==> config.mk <==
export PLATFORM = sky130hd
export DESIGN_NAME = encoder_serial4to2
export DESIGN_NICKNAME = d
export VERILOG_FILES = /design/src/rtl/encoder_serial4to2.sv
export SDC_FILE = /design/constraint.sdc
export NUM_CORES = 1
export LEC_CHECK = 0
export CORE_AREA = 2 2 39 41
export DETAILED_ROUTE_END_ITERATION = 16
export DIE_AREA = 0 0 41 43
export PLACE_DENSITY = 0.69
export REMOVE_ABC_BUFFERS = 1
export SETUP_SLACK_MARGIN = 0.4
export SLEW_MARGIN = 30
export SYNTH_ARGS = -nofsm -noshare
export SYNTH_HDL_FRONTEND = slang
export SYNTH_SLANG_ARGS = --single-unit
==> constraint.sdc <==
create_clock -name clk -period 3.1 [get_ports clk]
set_input_delay 0.93 -clock clk [delete_from_list [all_inputs] [get_ports clk]]
set_output_delay 0.93 -clock clk [all_outputs]
set_load 0.03 [all_outputs]
==> src/rtl/encoder_serial4to2.sv <==
// Serialises a multi-hot request vector into binary indices, lowest set bit first.
// Latency: first index valid the cycle after acceptance; one index per cycle after that.
// Backpressure: out_ready=0 freezes out_idx/out_last/out_cnt; in_ready stays low while busy.
//
// Ports:
//   clk, rst_n            clock, asynchronous active-low reset
//   in_valid/in_ready     vector handshake (in_ready = idle)
//   in_vec[N-1:0]         multi-hot vector, bit k set = emit index k
//   out_valid/out_ready   index handshake
//   out_idx[W-1:0]        lowest pending index
//   out_last              out_idx is the final pending index of the vector
//   out_cnt[W:0]          indices emitted so far for the current vector
//   zero_flag             one-cycle pulse after an all-zero vector is accepted
module encoder_serial4to2 #(
  parameter int N = 4,
  parameter int W = 2
) (
  input  logic         clk,
  input  logic         rst_n,
  input  logic         in_valid,
  output logic         in_ready,
  input  logic [N-1:0] in_vec,
  output logic         out_valid,
  input  logic         out_ready,
  output logic [W-1:0] out_idx,
  output logic         out_last,
  output logic [W:0]   out_cnt,
  output logic         zero_flag
);

  typedef enum logic {
    IDLE = 1'b0,
    BUSY = 1'b1
  } state_t;

  state_t       state;
  state_t       state_nxt;
  logic [N-1:0] pending;
  logic         load;
  logic         zero_load;
  logic         take;

  // An all-zero vector is consumed in IDLE but never enters BUSY.
  assign load      = (state == IDLE) && in_valid && (in_vec != '0);
  assign zero_load = (state == IDLE) && in_valid && (in_vec == '0);
  assign take      = (state == BUSY) && out_ready;

  // State register
  always_ff @(posedge clk or negedge rst_n) begin
    if (!rst_n) begin
      state <= IDLE;
    end else begin
      state <= state_nxt;
    end
  end

  // Next-state logic
  always_comb begin
    state_nxt = state;
    case (state)
      IDLE: if (load) state_nxt = BUSY;
      BUSY: if (take && out_last) state_nxt = IDLE;
      default: state_nxt = IDLE;
    endcase
  end

  // Output logic
  always_comb begin
    in_ready  = (state == IDLE);
    out_valid = (state == BUSY);
  end

  // Priority encoder: scanning downward lets the lowest set bit win.
  always_comb begin
    out_idx = '0;
    for (int i = N - 1; i >= 0; i--) begin
      if (pending[i]) out_idx = W'(i);
    end
  end

  // Exactly one bit pending: non-zero and a power of two.
  assign out_last = (pending != '0) && ((pending & (pending - N'(1))) == '0);

  // Datapath: pending bits, emitted count, zero-vector pulse.
  // pending drains to zero on the last handshake, so out_idx/out_last read 0 in IDLE.
  always_ff @(posedge clk or negedge rst_n) begin
    if (!rst_n) begin
      pending   <= '0;
      out_cnt   <= '0;
      zero_flag <= 1'b0;
    end else begin
      zero_flag <= zero_load;
      if (load) begin
        pending <= in_vec;
        out_cnt <= '0;
      end else if (take) begin
        pending <= pending & ~(N'(1) << out_idx);
        out_cnt <= out_cnt + (W + 1)'(1);
      end
    end
  end

endmodule
# After elaboration in Yosys (flattened, before gate mapping)
# Cells that the tools add are included.
# Widths: inputs -> output; s select.
# word_totals
wordCells	33
regBits	9
# op_classes
n_bitwise	4
n_addsub	2
n_reduce_logical	11
shifts	1
mux	11
# ops
op	count
$and 4x4->4	2
$logic_not 4->1	2
$mux 2	4
$mux 4	2
$reduce_bool 4->1	2
$logic_and 1x1->1	6
$mux 3	2
$not 4->4	1
$shl 1x2->4 const A	1
$sub 4x1->4 const B	1
$add 3x1->3 const B	1
$mux 1	2
$pmux 1 s2	1
$reduce_bool 2->1	1
$not 1->1	1

# Logic depth before layout (Yosys ltp)
# Gate-level depths: netlist of the first run.
# logic_depth
ltp_word	9
ltp_mapped	4
depth_no_buf	4

# Worst setup path after synthesis of the first run
# OpenSTA, ideal clock, no wires.
# synth_path
path_kind	reg-to-output
from	reg pending[1]
to	out out_idx[1]
required_time_ns	2.170
arrival_ns	1.123
path_stages_with_launch	2
slack_ns	1.047
cell_sequence	dfrtp_1 nor3_1
# synth_between
elab_chain_len	2
# synth_rtl
item	line	text
from (decl)	38	logic [N-1:0] pending;
from (signal assigned)	94	pending <= in_vec;
from (signal assigned)	97	pending <= pending & ~(N'(1) << out_idx);
$mux 2 (2 in series)	77	if (pending[i]) out_idx = W'(i);
to (decl)	25	output logic [W-1:0] out_idx,
# No other way between the ends.

# Final worst setup path of the first run
# layout_path
from	reg pending[0]
to	out out_last
# layout_between
elab_chain_len	4
word_cells_on_any_way	5
cone_classes	1 x add/sub; 1 x bitwise; 3 x reduce/logical
# layout_rtl
item	line	text
$sub 4x1->4	82	assign out_last = (pending != '0) && ((pending & (pending - N'(1))) == '0);
$and 4x4->4	82	
$logic_not 4->1	82	
$logic_and 1x1->1 (*)	82	
to (decl)	26	output logic out_last,
# Every way passes the cells marked *; elsewhere a longest branch is shown, timed or not.

==> results of run 1 <==
## flip-flops by register name, summed over array words and instances, names as in the netlist
| signal | count |
|---|---|
| zero_flag | 1 |
| out_valid | 1 |
| pending | 4 |
| out_cnt | 3 |
## cell families after synthesis
kind of cell | after synthesis
flip-flops | 9
AND/OR/NAND/NOR | 22
AO/OA/AOI/OAI | 12
buffers and inverters | 2
adder cells (fa/ha/maj) | 1
XOR/XNOR | 3
multiplexers | 1
## repair_timing
action                                  4_1_cts  5_1_grt
hold buffers                                  0        0
endpoints found under the setup margin        1        0
resized for setup                             1        0
## cells in the final DEF, fill, tap and decap left out
cell type / synthesis / final
clkdlybuf4s50_1: 0 / 15
dfrtp_1: 9 / 9
nor2_1: 7 / 7
nand2_1: 5 / 5
o21ai_0: 4 / 4
a21oi_1: 3 / 3
xor2_1: 3 / 3
clkbuf_4: 0 / 3
inv_1: 2 / 2
a31oi_1: 2 / 2
nand3_1: 2 / 2
nor3_1: 1 / 1
nor2b_1: 1 / 1
nor4b_1: 1 / 1
a221o_1: 1 / 1
or4_4: 1 / 1
nand2b_1: 1 / 1
and2b_2: 1 / 1
nand2_2: 1 / 1
nor4_1: 1 / 1
o41ai_1: 1 / 1
a21boi_0: 1 / 1
mux2_1: 1 / 1
ha_1: 1 / 1
clkinv_2: 0 / 1
dlygate4sd2_1: 0 / 1
## area by class of cell
| class | instances | area, µm² |
|---|---|---|
| Sequential cell | 9 | 225 |
| Tap cell | 16 | 20.0 |
| Inverter | 2 | 7.51 |
| Clock buffer | 3 | 22.5 |
| Timing Repair Buffer | 16 | 159 |
| Fill cell | 144 | 707 |
| Clock inverter | 1 | 5.00 |
| Multi-Input combinational cell | 39 | 238 |
## how the worst max path moves through the flow
stage                from         end  slack [ns]
3_5_place_dp   pending[0]    out_last        0.56
5_1_grt        pending[0]    out_last        0.45
4_1_cts        pending[0]    out_last        0.54
3_3_place_gp   pending[0]    out_last        0.62
6_report       pending[0]    out_last        0.55
2_1_floorplan  pending[1]  out_idx[1]        1.05
## routing by layer
layer,global-route usage [%],vias to the layer above,routed length (µm)
li1,-,221,-
met1,19.5,206,443
met2,20.0,8,530
met3,3.14,2,35
met4,8.00,0,17
met5,0,-,0
## per-stage QoR
step                      setup WS (ns)  total power, W
after floorplan                    1.05        0.000485
after global placement            0.617        0.000655
after detailed placement          0.564        0.000659
after CTS                         0.544        0.000745
after global routing              0.447        0.000789
final                             0.545        0.000738
## cell usage after synthesis
cell | number | area share [%]
mux2_1 | 1 | 2.4
nor2_1 | 7 | 5.6
nor4b_1 | 1 | 1.9
xor2_1 | 3 | 5.6
nand2_1 | 5 | 4.0
nand2b_1 | 1 | 1.3
o21ai_0 | 4 | 4.3
o41ai_1 | 1 | 1.9
or4_4 | 1 | 2.4
nor2b_1 | 1 | 1.3
ha_1 | 1 | 2.7
a31oi_1 | 2 | 2.7
a21boi_0 | 1 | 1.6
nor3_1 | 1 | 1.1
nand2_2 | 1 | 1.3
inv_1 | 2 | 1.6
nand3_1 | 2 | 2.1
a21oi_1 | 3 | 3.2
nor4_1 | 1 | 1.3
dfrtp_1 | 9 | 48
and2b_2 | 1 | 1.9
a221o_1 | 1 | 2.1
## critical path, stage by stage (launching register included)
cell,delay (ns)
dfrtp_1,0.44
nor4b_1,0.33
a221o_1,0.18
dlygate4sd2_1,0.40
## power by group through the flow
stage               logic, W  registers (W)  clock network [W]
floorplan           0.000226       0.000259                  0
global placement    0.000433       0.000222                  0
detailed placement  0.000435       0.000224                  0
CTS                 0.000426       0.000223          0.0000969
global route        0.000455       0.000231           0.000102
finish              0.000422       0.000224          0.0000922
==> results.toml, run 1 <==
[power]
p_switching_w = 0.000347
power_frac_comb_pct = 57.2
p_leak_nw = 0.297
max-vdd-ir-drop_mv = 0.555
clkPwrFrac_pct = 12.5
seq_power_share_pct = 30.3
power.share.switching_pct = 47.0
power.density_nw_per_um2 = 1090
power.internal_w = 0.000391

[synthesis]
synth_top_family_by_area = "simple AND/OR/NAND/NOR gates"
synth_fa_ha_area_share_pct = 2.66
yosysUniqueCellTypes = 22
synth-seq-area-share_pct = 47.9
synthSimpleGateAreaFrac_pct = 24.2
syn_area_per_cell_um2 = 9.41
yosys.area_share.xor_xnor_pct = 5.59
yosys_warnings = 0
synthMuxAreaShare_pct = 2.39
synth_compound_area_share_pct = 15.7
synth_area_um2 = 470
ys_ff_latch = 9
syn_inst = 50

[routing]
postRouteAntennaNets = 0
first_pass_iters = 3
drtIter0Drc = 4
wl_per_cell_um = 11.9
drt-vias-per-instance = 5.08
vias = 437
drc = 0
wl_um = 1030

[sta]
fin_crit_sh_pct = 82.4
fin_setup_tns_ns = 0
period_needed_ns = 2.55
slew_violations = 0
max_slew.worst_pin.slew_ns = 0.410
final_hold_viol_count = 0
rsz0062_at_grt = "no"
slew_headroom_pct = 72.6
finClkSkew_ns = 0.00145
fmax_mhz = 391
hold_slack_ns = 0.558
setup_viol_count_final = 0

[die]
die_w_um = 41
core_area_um2 = 1380
io-pin-count = 17
die_area_um2 = 1760
start_util_pct = 34.0
placementRows = 14
die_height_um = 43

[clock_tree]
clk_path_buf_depth = 2
worstSkewPairLatency_ns = 0.26
cts_tree = "built"
cts_made_buffers = 3
tritoncts_num_sinks = 9
clkTransAtPathRegs_ns = 0.06
cts_root_buf = "clkbuf_4"
h-tree-depth = 1
post-cts-setup-buffer-count = 0

[setup_path]
startpoint_type = "register"
worst-path-max-fanout = 8
r2r-end = "pending[2]"
cp-end-kind = "primary output"
r2r_cells = 3
required_ns = 2.17
path_class = "reg -> out"
cp.arrival_ns = 1.62
r2r_slack_ns = 1.81
reg2reg_from = "out_valid"

[global_route]
grt_usage_pct = 14.3
grt_pass1_wl_um = 1690
grt_max_degree = 10
overflow = 0
grt_pass1_vias = 414
antenna_found_initial = 0

[placement]
post-place-cells = 82
gp_congestion = 0.780
port-buffer-count = 16
placed_cell_area_um2 = 651
hpwl_um = 786

[worst_hold_path]
holdCritPathClass = "reg -> reg"
min_to = "out_cnt[1]"
whs_path_depth = 2
holdCritStartpoint = "out_cnt[1]"

[final_layout]
fin_area_um2 = 677
area_growth_pct = 43.9
antenna_cells = 0
drive_above_1_share_pct = 10.0
final_cells = 86
nNetsFinal = 80
final_util_pct = 48.9

[flow_run]
drv_cap = 0

[outcome]
outcome = "finished, final reports clean"
(Power assumes the default switching activity.)
==> inputs of run 2 (changes only) <==
clock period = 2.46 ns   (was 3.1 ns; I/O delays follow)
==> results.toml, run 2 (synthesis results as in run 1) <==
[outcome]
outcome = "finished, final reports clean"

[clock_tree]
h-tree-depth = 1
tritoncts_num_sinks = 9
cts_root_buf = "clkbuf_4"
cts_made_buffers = 3
clk_path_buf_depth = 2
clkTransAtPathRegs_ns = 0.06
cts_tree = "built"
worstSkewPairLatency_ns = 0.26

[die]
die_area_um2 = 1760
die_height_um = 43
placementRows = 14
core_area_um2 = 1380
io-pin-count = 17
start_util_pct = 34.0
die_w_um = 41

[setup_path]
path_class = "reg -> out"
required_ns = 1.72
path_buf_inv = 1
cp_slowest_stage_delay_ns = 0.44
worst-path-max-fanout = 5
r2r_slack_ns = 1.16
startpoint_type = "register"
cp_cell_sequence = "xor2_1, a221o_1, buf_6"
cp_top_family = "flip-flops"
cp.arrival_ns = 1.35
cp-end-kind = "primary output"
crit_path_top_delay_cell = "dfrtp_2"

[sta]
setup_viol_count_final = 0
finClkSkew_ns = 0.00329
hold_slack_ns = 0.555
rsz0062_at_grt = "yes"
period_needed_ns = 2.09
fmax_mhz = 478
fin_crit_sh_pct = 85.0
max_slew.worst_pin.slew_ns = 0.412
final_hold_viol_count = 0
fin_setup_tns_ns = 0
slew_headroom_pct = 72.5
setup_ws_ns = 0.370
slew_violations = 0

[global_route]
overflow = 0
grt_usage_pct = 14.3
grt_pass1_wl_um = 1690
grt_pass1_vias = 414
grt_max_degree = 10
antenna_found_initial = 0

[placement]
dp_slack_ns = 0.116
placed_cell_area_um2 = 651
hpwl_um = 786
port-buffer-count = 16
gp_congestion = 0.780

[power]
seq_power_share_pct = 30.4
power_frac_comb_pct = 57.4
power.share.switching_pct = 47.7
power.density_nw_per_um2 = 1370
max-vdd-ir-drop_mv = 0.696
power.internal_w = 0.000493
p_leak_nw = 0.319
clkPwrFrac_pct = 12.2
p_switching_w = 0.000451
fin_total_pwr_w = 0.000944

[final_layout]
top_register = "pending"
fill_cells = 142
final_cell_mix = "8 x clkdlybuf4s50_1, 7 x nor2_1, 7 x dfrtp_1"
reg_top3 = "pending (4), out_cnt (3)"
antenna_cells = 0
largest_reg_flops = 4
fin_area_um2 = 687
drive_above_1_share_pct = 20.8
final_common_cell = "clkdlybuf4s50_1"
nNetsFinal = 82
area_growth_pct = 46.0

[routing]
postRouteAntennaNets = 0
first_pass_iters = 2
drt-vias-per-instance = 5.05
vias = 444
wl_um = 1080
drtIter0Drc = 5
drc = 0
wl_per_cell_um = 12.3

[flow_run]
drv_cap = 0

[worst_hold_path]
holdCritPathClass = "reg -> reg"
==> run 2: cell types whose count changed in the layout (fill, tap and decap cells not counted), sizes merged <==
cell / change
clkdlybuf4s50: -7
buf: +3
dlygate4sd2: +4
clkbuf: +2
==> run 2: worst paths after layout <==
check                           start          to  depth (start not counted)
min in group asynchronous       rst_n   zero_flag                          1
max in group asynchronous       rst_n  pending[0]                          1
max reg2reg                pending[2]   out_valid                          4
min reg2reg                out_cnt[1]  out_cnt[1]                          2
min                        out_cnt[1]  out_cnt[1]                          2
max                        pending[2]    out_last                          3
==> run 2: worst min-delay path, delay by kind of cell, from the launching register on <==
kind / cells / cell delay, ns
AOI/OAI and AO/OA: 1 / 0.06
and+or+nand+nor: 1 / 0.06
DFF: 1 / 0.40
==> run 2: metal layers <==
metal / GRT usage, % / vias to the layer above / routed length, µm
li1: - / 225 / -
met3: 3.14 / 2 / 38
met5: 0 / - / 0
met1: 19.5 / 209 / 469
met4: 8.00 / 0 / 17
met2: 20.0 / 8 / 554
==> run 2: cell type report <==
class	instances	area [µm²]	share of cell area [%]
multi-input cells	39	244	35.5
flip-flops and latches	9	228	33.2
repair buffers	18	160	23.3
clock buffers	3	22.5	3.28
well taps	16	20.0	2.91
inverters	2	7.51	1.09
clock inverters	1	5.00	0.729
==> run 2: power by group through the flow <==
| stage | Clock (W) | Combinational [W] | Sequential (W) |
|---|---|---|---|
| after floorplan | 0 | 0.000285 | 0.000327 |
| after global placement | 0 | 0.000545 | 0.000280 |
| after detailed placement | 0 | 0.000549 | 0.000282 |
| after CTS | 0.000122 | 0.000503 | 0.000279 |
| after global routing | 0.000130 | 0.000584 | 0.000295 |
| final | 0.000116 | 0.000541 | 0.000287 |
==> run 2: stage by stage <==
stage | util, % | cells
2_1_floorplan | - | 50
3_3_place_gp | 47.0 | 82
3_5_place_dp | 47.0 | 82
4_1_cts | 48.6 | 86
5_1_grt | 49.6 | 88
6_report | 49.6 | 88
==> run 2: what timing repair did <==
action	CTS	global route
endpoints found under the setup margin	8	3
buffers inserted	0	2
resized for setup	11	12
endpoints found under the hold margin	0	0
hold buffers	0	0
pin swaps	0	1
